$ cat src/rtl/decoder_test_sequencer.sv
// decoder_test_sequencer: replays syndrome tests into a lattice decoder
// and scores the returned roots against an expected-root stream.
module decoder_test_sequencer #(
  parameter int CODE_DISTANCE_X = 5,
  parameter int CODE_DISTANCE_Z = 4,
  parameter int MEASUREMENT_ROUNDS =
    (CODE_DISTANCE_X > CODE_DISTANCE_Z) ?
    CODE_DISTANCE_X : CODE_DISTANCE_Z,
  parameter int TIMEOUT_CYCLES = 4096,
  parameter bit STOP_ON_FAIL = 1'b1,
  localparam int PU_COUNT =
    CODE_DISTANCE_X * CODE_DISTANCE_Z * MEASUREMENT_ROUNDS,
  localparam int PDW = ($clog2(MEASUREMENT_ROUNDS) < 1) ?
    1 : $clog2(MEASUREMENT_ROUNDS),
  localparam int AW = 3 * PDW
) (
  input  logic                   clk,
  input  logic                   reset,
  input  logic                   enable,
  input  logic [31:0]            in_data,
  input  logic                   in_valid,
  output logic                   in_ready,
  input  logic [31:0]            exp_data,
  input  logic                   exp_valid,
  output logic                   exp_ready,
  output logic [PU_COUNT-1:0]    is_error_syndromes,
  output logic                   new_round_start,
  input  logic [AW*PU_COUNT-1:0] roots,
  input  logic                   result_valid,
  input  logic                   deadlock,
  output logic [31:0]            pass_count,
  output logic [31:0]            fail_count,
  output logic [15:0]            timeout_count,
  output logic [31:0]            last_test_id,
  output logic                   done,
  output logic                   halted
);

  localparam int IW = ($clog2(PU_COUNT) < 1) ?
    1 : $clog2(PU_COUNT);
  localparam int TW = ($clog2(TIMEOUT_CYCLES) < 1) ?
    1 : $clog2(TIMEOUT_CYCLES);

  if (PDW > 8) begin : g_pdw_chk
    $error("MEASUREMENT_ROUNDS too large");
  end

  localparam logic [3:0] S_IDLE     = 4'd0;
  localparam logic [3:0] S_LOAD_HDR = 4'd1;
  localparam logic [3:0] S_LOAD_SYN = 4'd2;
  localparam logic [3:0] S_START    = 4'd3;
  localparam logic [3:0] S_WAIT     = 4'd4;
  localparam logic [3:0] S_CHK_HDR  = 4'd5;
  localparam logic [3:0] S_CHK      = 4'd6;
  localparam logic [3:0] S_REPORT   = 4'd7;
  localparam logic [3:0] S_DONE     = 4'd8;
  localparam logic [3:0] S_HALT     = 4'd9;

  logic [3:0]    state;
  logic [31:0]   test_id;
  logic [IW-1:0] idx;
  logic [TW-1:0] timer;
  logic          fail;
  logic          skip;
  logic          last_word;
  logic          root_hit;
  logic          tmo_hit;
  logic [AW-1:0] exp_root;
  logic [AW-1:0] root_arr [PU_COUNT];

  for (genvar g = 0; g < PU_COUNT; g++) begin : g_root
    assign root_arr[g] = roots[g*AW +: AW];
  end

  assign exp_root = {exp_data[16 +: PDW],
                     exp_data[8 +: PDW],
                     exp_data[PDW-1:0]};

  assign last_word = idx == IW'(PU_COUNT - 1);
  assign root_hit  = exp_root == root_arr[idx];
  // fires on the edge where the timer would reach TIMEOUT_CYCLES-1
  assign tmo_hit   = timer == TW'(TIMEOUT_CYCLES - 2);

  assign in_ready = (state == S_LOAD_HDR && enable) ||
                    state == S_LOAD_SYN;
  assign exp_ready = state == S_CHK_HDR || state == S_CHK;
  assign new_round_start = state == S_START;
  assign done = state == S_DONE || state == S_HALT;
  assign halted = state == S_HALT;

  always_ff @(posedge clk or negedge reset) begin
    if (!reset) begin
      state              <= S_IDLE;
      test_id            <= '0;
      idx                <= '0;
      timer              <= '0;
      fail               <= 1'b0;
      skip               <= 1'b0;
      is_error_syndromes <= '0;
      pass_count         <= '0;
      fail_count         <= '0;
      timeout_count      <= '0;
      last_test_id       <= '0;
    end else begin
      unique case (state)
        S_IDLE: begin
          if (enable) state <= S_LOAD_HDR;
        end
        S_LOAD_HDR: begin
          if (!enable) begin
            state <= S_IDLE;
          end else if (in_valid) begin
            if (in_data == 32'hFFFF_FFFF) begin
              state <= S_DONE;
            end else begin
              test_id            <= in_data;
              is_error_syndromes <= '0;
              idx                <= '0;
              fail               <= 1'b0;
              skip               <= 1'b0;
              state              <= S_LOAD_SYN;
            end
          end
        end
        S_LOAD_SYN: begin
          if (in_valid) begin
            is_error_syndromes[idx] <= in_data[0];
            if (last_word) state <= S_START;
            else idx <= idx + 1'b1;
          end
        end
        S_START: begin
          timer <= '0;
          state <= S_WAIT;
        end
        S_WAIT: begin
          if (deadlock) begin
            fail  <= 1'b1;
            skip  <= 1'b1;
            state <= S_CHK_HDR;
          end else if (result_valid) begin
            state <= S_CHK_HDR;
          end else if (tmo_hit) begin
            fail  <= 1'b1;
            skip  <= 1'b1;
            state <= S_CHK_HDR;
            if (~&timeout_count)
              timeout_count <= timeout_count + 16'd1;
          end else begin
            timer <= timer + 1'b1;
          end
        end
        S_CHK_HDR: begin
          if (exp_valid) begin
            if (exp_data != test_id) fail <= 1'b1;
            idx   <= '0;
            state <= S_CHK;
          end
        end
        S_CHK: begin
          if (exp_valid) begin
            if (!skip && !root_hit) fail <= 1'b1;
            if (last_word) state <= S_REPORT;
            else idx <= idx + 1'b1;
          end
        end
        S_REPORT: begin
          last_test_id <= test_id;
          if (fail) begin
            if (~&fail_count) fail_count <= fail_count + 32'd1;
          end else begin
            if (~&pass_count) pass_count <= pass_count + 32'd1;
          end
          if (fail && STOP_ON_FAIL) state <= S_HALT;
          else state <= S_LOAD_HDR;
        end
        default: state <= state;
      endcase
    end
  end

endmodule
$ cat config.mk
export PLATFORM = sky130hd
export DESIGN_NAME = decoder_test_sequencer
export DESIGN_NICKNAME = d
export VERILOG_FILES = /design/src/rtl/decoder_test_sequencer.sv
export SDC_FILE = /design/constraint.sdc
export NUM_CORES = 1
export LEC_CHECK = 0
export ABC_AREA = 1
export BUFFER_PORTS_ARGS = -buffer_cell sky130_fd_sc_hd__buf_2
export CAP_MARGIN = 0
export CORE_AREA = 5 5 458 460
export CTS_CLUSTER_DIAMETER = 50
export DETAILED_ROUTE_END_ITERATION = 8
export DIE_AREA = 0 0 463 465
export SYNTH_ARGS = -nofsm -noshare
export SYNTH_HDL_FRONTEND = slang
export SYNTH_SLANG_ARGS = --single-unit
$ cat constraint.sdc
create_clock -name clk -period 2.7 [get_ports clk]
set_clock_uncertainty 0.15 [all_clocks]
set_input_delay 0.54 -clock clk [delete_from_list [all_inputs] [get_ports clk]]
set_output_delay 0.54 -clock clk [all_outputs]
set_load 0.02 [all_outputs]
# Yosys cells after proc, flatten, opt, wreduce, memory -nomap -nowiden
# Index checks and enable logic that the tools add are counted.
dict set report op_classes {
  add_sub_neg 5
  magnitude_cmp 3
  eq_ne 32
  n_mux 49
  n_bitwise 8
  n_reduce_logical 28
}
# operator n
set ops {}
lappend ops {{$mux 100} 4}
lappend ops {{$pmux 100 s2} 1}
lappend ops {{$bwmux 100} 1}
lappend ops {{$add 32x1->32 const B} 2}
lappend ops {{$reduce_and 32->1} 2}
lappend ops {{$bmux 9 s7} 1}
lappend ops {{$mux 4} 13}
lappend ops {{$mux 7} 7}
lappend ops {{$mux 12} 3}
lappend ops {{$eq 32x32->1 const B} 1}
lappend ops {{$ne 32x32->1} 1}
lappend ops {{$pmux 4 s8} 1}
lappend ops {{$pmux 7 s4} 1}
lappend ops {{$ne 2x2->1 const B} 12}
lappend ops {{$pmux 12 s2} 1}
lappend ops {{$mux 9} 2}
lappend ops {{$add 16x1->16 const B} 1}
lappend ops {{$eq 4x3->1 const B} 4}
lappend ops {{$reduce_and 16->1} 1}
lappend ops {{$add 12x1->12 const B} 1}
lappend ops {{$eq 12x12->1 const B} 1}
lappend ops {{$mux 1} 11}
lappend ops {{$reduce_and 10->1} 1}
lappend ops {{$reduce_and 5->1} 2}
lappend ops {{29 further kinds} 50}
dict set report totals {
  regBits 269
  output_inout_bits 217
  wordCells 136
}

# Longest topological paths before layout
# Gate-level depths: netlist of run 1.
dict set report depth {
  depth_word 10
  depth_mapped 28
}

# Worst setup path after synthesis of run 1
# No wires, ideal clock.
dict set report synth_timing {
  path_type {register to register}
  from {register pass_count[0]}
  to {register pass_count[21]}
  setup_ns 0.131
  t_arrival_ns 2.296
  slack_ns 0.122
  stages_incl_launch_ff 17
  n_path_buf 0
  path_cell_list {dfrtp_1 ha_1 nand2_1 nor2_1 nand4_1 nor2_1 nand4_1 nand3_4 nor2_2 nand3_1 nor2_1 nand3_1 nor2_1 nand3_2 nor2_1 nand2_1 xnor2_1}
}
dict set report synth_via {
  elab_chain_len 3
  word_cells_on_any_way 4
  classes_between {add/sub (1); bitwise (1); reduce/logical (2)}
}
# item line
set synth_lines {}
lappend synth_lines {{start: declaration} 31} ;# output logic [31:0] pass_count,
lappend synth_lines {{start signal: assignment} 172} ;# if (~&pass_count) pass_count <= pass_count + 32'd1;
lappend synth_lines {{parallel branches: the longest is 3 deep, another holds $add 32x1->32} -}
# Parallel ways; which one is timed is not known.
# A chain may end at the register's enable or synchronous reset.

# Worst setup path after layout of run 1
dict set report layout_timing {
  from {register idx[0]}
  to {register fail}
}
dict set report layout_via {
  elab_chain_len 9
}
# item line
set layout_lines {}
lappend layout_lines {{start: declaration} 61} ;# logic [IW-1:0] idx;
lappend layout_lines {{start signal: assignment} 129} ;# else idx <= idx + 1'b1;
lappend layout_lines {{start signal: assignment} 164} ;# else idx <= idx + 1'b1;
lappend layout_lines {{$not 7->8 (not written as such)} 80} ;# assign root_hit = exp_root == root_arr[idx];
lappend layout_lines {{$bmux 9 s7} 80}
lappend layout_lines {{$mux 9 (not written as such) (2 in a row)} 80}
lappend layout_lines {{$eq 9x9->1} 80}
lappend layout_lines {{$logic_not 1->1} 162} ;# if (!skip && !root_hit) fail <= 1'b1;
lappend layout_lines {{$logic_and 1x1->1} 162}
lappend layout_lines {{$ne 2x1->1 (no source line)} -}
lappend layout_lines {{$reduce_and 10->1 (no source line)} -}
lappend layout_lines {{end signal: assignment} 144} ;# fail <= 1'b1;
lappend layout_lines {{end signal: assignment} 155} ;# if (exp_data != test_id) fail <= 1'b1;
lappend layout_lines {{end signal: assignment} 162}
lappend layout_lines {{end: declaration} 63} ;# logic fail;
# Every way passes these cells. The select of a mux whose other input is x is not followed.

==> results of run 1 <==
## synthesized netlist by cell type (12+ instances only)
| master | count | area, um^2 |
|---|---|---|
| a21oi_1 | 157 | 786 |
| buf_1 | 20 | 75.1 |
| buf_2 | 99 | 495 |
| clkbuf_1 | 90 | 338 |
| dfrtp_1 | 269 | 6730 |
| inv_1 | 221 | 830 |
| inv_2 | 16 | 60.1 |
| nand2_1 | 2235 | 8390 |
| nand3_1 | 60 | 300 |
| nand4_1 | 53 | 332 |
| nor2_1 | 211 | 792 |
| nor2_2 | 14 | 87.6 |
| nor3_1 | 35 | 175 |
| nor4_1 | 17 | 106 |
| o211ai_1 | 25 | 188 |
| o21ai_0 | 186 | 931 |
| o21ai_1 | 12 | 60.1 |
| o22ai_1 | 19 | 119 |
| o31ai_1 | 85 | 638 |
| or2_2 | 12 | 75.1 |
| xnor2_1 | 42 | 368 |
| xor2_1 | 64 | 561 |
## worst register-to-register path, delay by kind of cell (launching register included)
kind	cells	cell delay (ps)
AND/OR/NAND/NOR	21	1800
buffers and inverters	5	780
flip-flops	1	580
## logic make-up (layout without fill, tap and decap cells)
group,after synthesis,count (layout),synth area share [%]
fa+ha+maj,6,6,0.324
flops,269,269,29.1
other cells,0,30,0
compound gates,504,504,12.5
simple gates,2665,2665,45.3
xor+xnor,106,106,4.01
buf+inv,473,1936,8.74
## power by group
part	leakage, uW	internal [uW]	switching, uW
registers	0.00352	4070	25.4
logic	0.0167	880	1020
clock network	0.000614	3100	2160
total	0.0208	8050	3200
## metrics by stage
stage	cells	util, %	TNS, ps
final	8220	18.6	-1170
after global placement	8066	17.1	-2110
after detailed placement	8066	17.1	-2080
after CTS	8172	18.2	-850
after floorplan	4023	-	0
after global routing	8194	18.5	-1870
## worst paths after layout
path | startpoint | endpoint | slack [ps] | depth (start not counted)
max | idx[0] | fail | -670 | 26
min | in_data[26] | test_id[26] | 60 | 3
max reg2reg | idx[0] | fail | -670 | 26
min reg2reg | last_test_id[6] | last_test_id[6] | 330 | 2
max in group asynchronous | reset | is_error_syndromes[72] | 1240 | 3
min in group asynchronous | reset | pass_count[17] | 370 | 2
## routing by layer
layer / routed length [um] / track usage, % / vias to the layer above
met2: 83400 / 26.2 / 1458
met1: 83800 / 22.3 / 15031
met3: 13200 / 3.31 / 210
met5: 149 / 0 / -
li1: - / - / 15550
met4: 4380 / 3.53 / 22
## flip-flops by register name (all words and copies together), names as in the netlist
register	count
idx	7
timer	12
fail_count	32
fail	1
pass_count	32
skip	1
timeout_count	16
state	4
test_id	32
is_error_syndromes	100
last_test_id	32
## timing repair
action	CTS	global route
endpoints found under the setup margin	13	34
endpoints found under the hold margin	65	0
setup buffers	26	21
hold buffers	14	0
pin swaps	33	69
resized for setup	129	156
cloned	3	2
## cell type report
cell class / count / area [um^2] / area share [%]
antenna: 30 / 75.1 / 0.197
tap: 2704 / 3380 / 8.86
inverter: 243 / 970 / 2.54
multi-input combinational: 3281 / 15100 / 39.7
timing repair inverter: 1 / 16.3 / 0.0426
timing repair buffer: 1627 / 10500 / 27.6
sequential: 269 / 6750 / 17.7
clock inverter: 20 / 294 / 0.770
clock buffer: 45 / 1010 / 2.64
==> results list, run 1 <==
* Outcome: complete, but fails checks
* Violations in the final reports: negative setup slack
- In this run, the number of DRC markers left after iteration 0 of detailed routing was 2,807.
* Number of global-route vias before repair: 31,236
* Final slew viol count: 0
- The worst path in the final design needs a cycle of 3370 ps, including I/O delays and setup.
- Wire length per cell after detailed routing: 22.5 um
- Final setup viols: 40
* Effective utilization at floorplan: 11.3%
* Total Die Area: 215,000 um^2
* Arrival time at the worst endpoint: 3740 ps
- By instance count, the cell type seen most on the critical path is nand2_1.
- Static Leakage: 0.0208 uW
- For the worst setup path, the data required time is 3070 ps.
- The cell area that synthesis handed to floorplanning was 23,100 um^2.
- Clk buf depth: 3
* Synthesis-to-finish area growth: 64.9%
* Path type of the worst min-delay path: input port to flop
- DP Wirelength: 155,000 um
- Pin placement for this block handled 1,188 I/O pins.
- Across all hold checks on the routed design, the worst slack comes to 61.2 ps.
- The core region is 206,000 um^2.
- In the final design database the tool counted 6,437 nets.
- Number of warnings printed during yosys synthesis: 0
- Average footprint of a synthesized cell: 5.75 um^2
- Vias per std cell: 3.93
* Placement Cell Area: 35,100 um^2
- Worst path slowest cell: dfrtp_4
* Most common cell after layout, fill and taps aside: nand2_1
- TritonCTS built the clock tree.
* Overall track demand over capacity in global routing: 16.2%
- The number of buffers and inverters on the critical path is 5.
- Period utilisation layout: 125%
- VDD sags by at most 0.000379 V.
- In the layout the commonest cells are nand2_1 (2,178), buf_2 (1,185), buf_4 (309).
- The H-tree was split into 2 levels.
* Detailed Route WL: 185,000 um
* Gate count after technology mapping: 4,023
- Crit start category: flop
- Vias after detailed routing: 32,271
- The count of endpoints failing hold in the final timing report is 0.
- Endpoint type of the worst setup path: flop
* Critical path class: flop to flop
* Number of placement rows: 167
* Sequential fraction of the synthesis area: 29.1%
- The tree built by TritonCTS fans out to 269 sinks.
* Clock latency at the later pin of the worst-skew pair: 600 ps
- The first global-routing pass estimated 247,000 um of wire.
- Number of antenna violations at the first check in global routing: 76
- DP Worst Slack: -1590 ps
- The design draws 11,300 uW.
- Pre-Repair DR Iteration Count: 7
- On the critical path the largest part of the delay comes from simple AND/OR/NAND/NOR gates.
- For this run, design rule violations remaining after detail routing come to 0.
- In the synthesized netlist the dominant register cell turns out to be dfrtp_1.
* Share of final-layout standard cells stronger than drive strength 1: 34.6%
* Unrepaired setup endpoints after global routing: yes
- Once detail routing completed, the nets flagged for antenna violations numbered 0.
- The finished cells cover 38,200 um^2.
- The tree is rooted in a clkbuf_16.
- In this run, distinct cell masters in the synthesized netlist total 49.
* Final GP Congestion: 0.942
- Cell Pwr Density: 295 nW/um^2
- PortBufs: 1,187
- Fill cells in the final layout number 23,868.
* Max frequency: 0.297 GHz
- Syn Nets: 5,000
* Largest driver fanout on the critical path: 7
- Entering global routing, the biggest net connects 86 pins.
- Clock buffers created by TritonCTS: 37
* Chip width: 463 um
- Worst-margin pin slew: 648 ps
* Number of synthesized register bits: 269
* Slew headroom: 56.8%
* Largest stage delay on the critical path: 580 ps
* Worst setup slack after layout: -667 ps
- In this run, synthesis inferred 0 flip-flops with an integrated enable.
- Measured along the y axis, the die boundary spans 465 um.
- Number of maximum-capacitance violations: 0
- After synthesis, the share of flip-flops with an asynchronous set or reset is 100%.
- Global routing finished with a remaining overflow of 0.
* Clock transition at the register clock pins on the worst setup and hold paths after CTS: 60 ps
Power figures use the tool's default switching activity.
==> run 2: changes to the inputs <==
--- a/config.mk
+++ b/config.mk
@@ -10,6 +10,7 @@
 export CAP_MARGIN = 0
-export CORE_AREA = 5 5 458 460
+export CORE_AREA = 5 5 466 468
+export CTS_BUF_LIST = sky130_fd_sc_hd__clkbuf_4
 export CTS_CLUSTER_DIAMETER = 50
 export DETAILED_ROUTE_END_ITERATION = 8
-export DIE_AREA = 0 0 463 465
+export DIE_AREA = 0 0 471 473
 export SYNTH_ARGS = -nofsm -noshare
--- a/constraint.sdc
+++ b/constraint.sdc
@@ -4,2 +4,2 @@
 set_output_delay 0.54 -clock clk [all_outputs]
-set_load 0.02 [all_outputs]
+set_load 0.005 [all_outputs]
==> run 2 against run 1 <==
- the flow still finishes with violations (negative setup slack)
- sequential share of layout area is 0.16 points lower
- flip-flop and latch count stayed put
- die area is 3.5% higher
- setup slack worse by 100 ps
- via count is 2.6% higher
- largest power group is now sequential cells
- non-clock buffer count is 72 higher
- critical endpoint unchanged
- sequential power hardly changed
- routed wire length is 2.8% higher
- global-route usage is 0.28 points lower
- maximum frequency is 3.0% lower
- core utilization is 0.49 points lower
- final cell count is 3.3% higher
==> results list, run 2 (synthesized netlist as in run 1, its figures left out) <==
- The gate family responsible for the most delay along the worst path was simple AND/OR/NAND/NOR gates (unchanged).
* Number of placement rows: 170 (was 167)
- The startpoint type of the worst setup path is a flop (unchanged).
* CP Depth: 23 (was 26)
- The final cycle utilization of the critical path is 129% (was 125%).
- The maximum root-to-sink buffer count came to 3 (unchanged).
* Clk Tree Root Cell: clkbuf_4 (was clkbuf_16)
- The clock network latency to the later pin of the worst-skew pair came to 930 ps (was 600 ps).
* Total Die Area: 223,000 um^2 (was 215,000 um^2)
- DRC violation count after routing: 0 (unchanged)
* Antenna-violating nets left: 0 (unchanged)
- The buffers plus inverters on the worst setup path came to 5 (unchanged).
* Violations in the final reports: negative setup slack (unchanged)
* Endpoint of the most critical register-to-register path: fail (unchanged)
- The cell leakage power came to 0.0211 uW (was 0.0208 uW).
* Sink count of the clock tree: 269 (unchanged)
- Most common cell after layout, fill and taps aside: nand2_1 (unchanged)
* Endpoint type of the worst setup path: flop (unchanged)
- The worst setup path endpoint is fail (unchanged).
- The register with the most flip-flops is is_error_syndromes (unchanged).
* Worst setup slack after layout: -771 ps (was -667 ps)
- Final core utilization: 18.1% (was 18.6%)
- Unrepaired setup endpoints after global routing: yes (unchanged)
* Outcome: complete, but fails checks (unchanged)
- DP Worst Slack: -1550 ps (was -1590 ps)
* Clock transition at the register clock pins on the worst setup and hold paths after CTS: 70 ps (was 60 ps)
* Filler instances: 24,801 (was 23,868)
- I/O pin count: 1,188 (unchanged)
* Number of cell instances on the worst register-to-register path: 23 (was 26)
* Pin count of the biggest net entering global routing: 66 (was 86)
- Critical path cell sequence: buf_16 -> buf_4 -> buf_4 -> or2_2 -> nand3_1 -> nand2_1 -> nor2_1 -> buf_4 -> nor2_1 -> nor2_2 -> nand2_2 -> nand2_2 -> nand3_1 -> nand2_1 -> nand2_1 -> inv_2 -> nand3_1 -> nor2_2 -> nand2_4 -> nand2_2 -> nand2_2 -> nand3_2 -> nand2_1
* PortBufs: 1,187 (unchanged)
* Max frequency: 0.288 GHz (was 0.297 GHz)
* Synthesis-to-finish area growth: 66.5% (was 64.9%)
* Path type of the worst min-delay path: input port to flop (unchanged)
- Maximum resistive drop on vdd: 0.000212 V (was 0.000379 V)
- GR Overflow Total: 0 (unchanged)
- The flip-flop count of the largest register, all copies and words added was 100 (unchanged).
- The routability congestion estimate came to 0.928 (was 0.942).
- The slew at the pin with the worst max-slew slack was 677 ps (was 648 ps).
- Minimum clock period: 3470 ps (was 3370 ps)
- The maximum cell stage delay along the critical path was 580 ps (about the same).
* Final setup viols: 15 (was 40)
* Critical path class: flop to flop (unchanged)
- The total vias in the final route is 33,114 (was 32,271).
- Final slew viol count: 0 (unchanged)
- Number of antenna violations at the first check in global routing: 112 (was 76)
- Arrival time at the worst endpoint: 4100 ps (was 3740 ps)
* Wire length per cell after detailed routing: 22.4 um (was 22.5 um)
* Post-layout nets: 6,548 (was 6,437)
* Overall track demand over capacity in global routing: 15.9% (was 16.2%)
- The number of buffers inserted during clock tree synthesis is 77 (was 37).
- Crit path required time: 3330 ps (was 3070 ps)
* Final Hold Vio Count: 0 (unchanged)
- DP Wirelength: 158,000 um (was 155,000 um)
* FF-to-FF setup slack: -770 ps (was -670 ps)
- H-tree depth: 3 (was 2)
* Top library cells by usage in the layout, fill and taps aside: nand2_1 (2,196), buf_2 (1,183), buf_4 (367) (was nand2_1 (2,178), buf_2 (1,185), buf_4 (309))
- The via count of the first global-routing pass came to 31,434 (was 31,236).
- Chip width: 471 um (was 463 um)
* TritonCTS clock tree: done (unchanged)
* Wire length of the first global-routing pass: 248,000 um (was 247,000 um)
* Worst path slowest cell: dfrtp_4 (unchanged)
* Number of maximum-capacitance violations: 0 (unchanged)
- Cell Pwr Density: 258 nW/um^2 (was 295 nW/um^2)
* Detailed Route WL: 190,000 um (was 185,000 um)
* Share of final-layout standard cells stronger than drive strength 1: 35.1% (was 34.6%)
- Source of the worst register-to-register timing path: idx[0] (unchanged)
- The worst relative slew slack was 54.7% (was 56.8%).
* Vertical extent of the die: 473 um (was 465 um)
- Detailed router's first-iteration violation count: 2,905 (was 2,807)
- The maximum net fanout on the critical path came to 10 (was 7).
- The per-cell via count in the routed design came to 3.90 (was 3.93).
- Effective utilization at floorplan: 10.9% (was 11.3%)
- Startpoint of the worst setup timing path: idx[0] (unchanged)
* Core footprint: 213,000 um^2 (was 206,000 um^2)
- The total iterations of the first detailed-routing run is 6 (was 7).
==> run 2: how the worst min path moves through the flow <==
stage	slack, ps	endpoint	depth (start not counted)	start
floorplan	90	fail	0	reset
global placement	310	last_test_id[0]	2	last_test_id[0]
detailed placement	320	test_id[25]	1	reset
CTS	9	skip	5	in_valid
global route	90	skip	5	in_valid
finish	200	skip	5	in_valid
==> run 2: area by class of cell <==
type,count,area [um^2],area share [%]
antenna,35,87.6,0.227
clock buffer,106,796,2.07
clock inverter,24,159,0.413
inverter,243,963,2.50
multi-input combinational,3281,15000,39.0
sequential,269,6740,17.5
tap,2838,3550,9.22
timing repair buffer,1699,11200,29.0
==> run 2: stage by stage <==
| step | power, uW | instance area (um^2) | instances | TNS [ps] | hold slack, ps |
|---|---|---|---|---|---|
| 6_report | 9960 | 38500 | 8495 | -2320 | 199 |
| 2_1_floorplan | 4690 | 23100 | 4023 | 0 | 94.4 |
| 5_1_grt | 10500 | 38500 | 8475 | -5130 | 92.4 |
| 3_3_place_gp | 6030 | 35500 | 8216 | -6250 | 315 |
| 4_1_cts | 10200 | 37700 | 8432 | -4460 | 8.76 |
| 3_5_place_dp | 6020 | 35500 | 8216 | -6170 | 321 |
==> run 2: where the power goes <==
part / switching, uW / internal, uW / total, uW
clock: 2020 / 1930 / 3960
combinational: 989 / 913 / 1900
sequential: 30.1 / 4070 / 4100
total: 3040 / 6910 / 9960
==> run 2: worst register-to-register path, delay by kind of cell, from the launching register on <==
kind | cells | cell delay, ps
buf+inv | 5 | 770
simple gates | 18 | 1840
flops | 1 | 580
==> run 2: what timing repair did <==
action,CTS,global route
pin swaps,28,65
hold endpoints to repair,312,0
buffers inserted,44,29
resized for setup,117,117
gates cloned,5,5
setup endpoints to repair,41,54
hold buffers,39,0
==> run 2: routing by layer <==
metal,track usage [%],wire length (um),vias to the layer above
met5,0,244,-
met4,4.99,6270,40
met3,4.95,18200,283
met2,25.3,84700,1739
met1,20.7,80600,15243
li1,-,-,15809
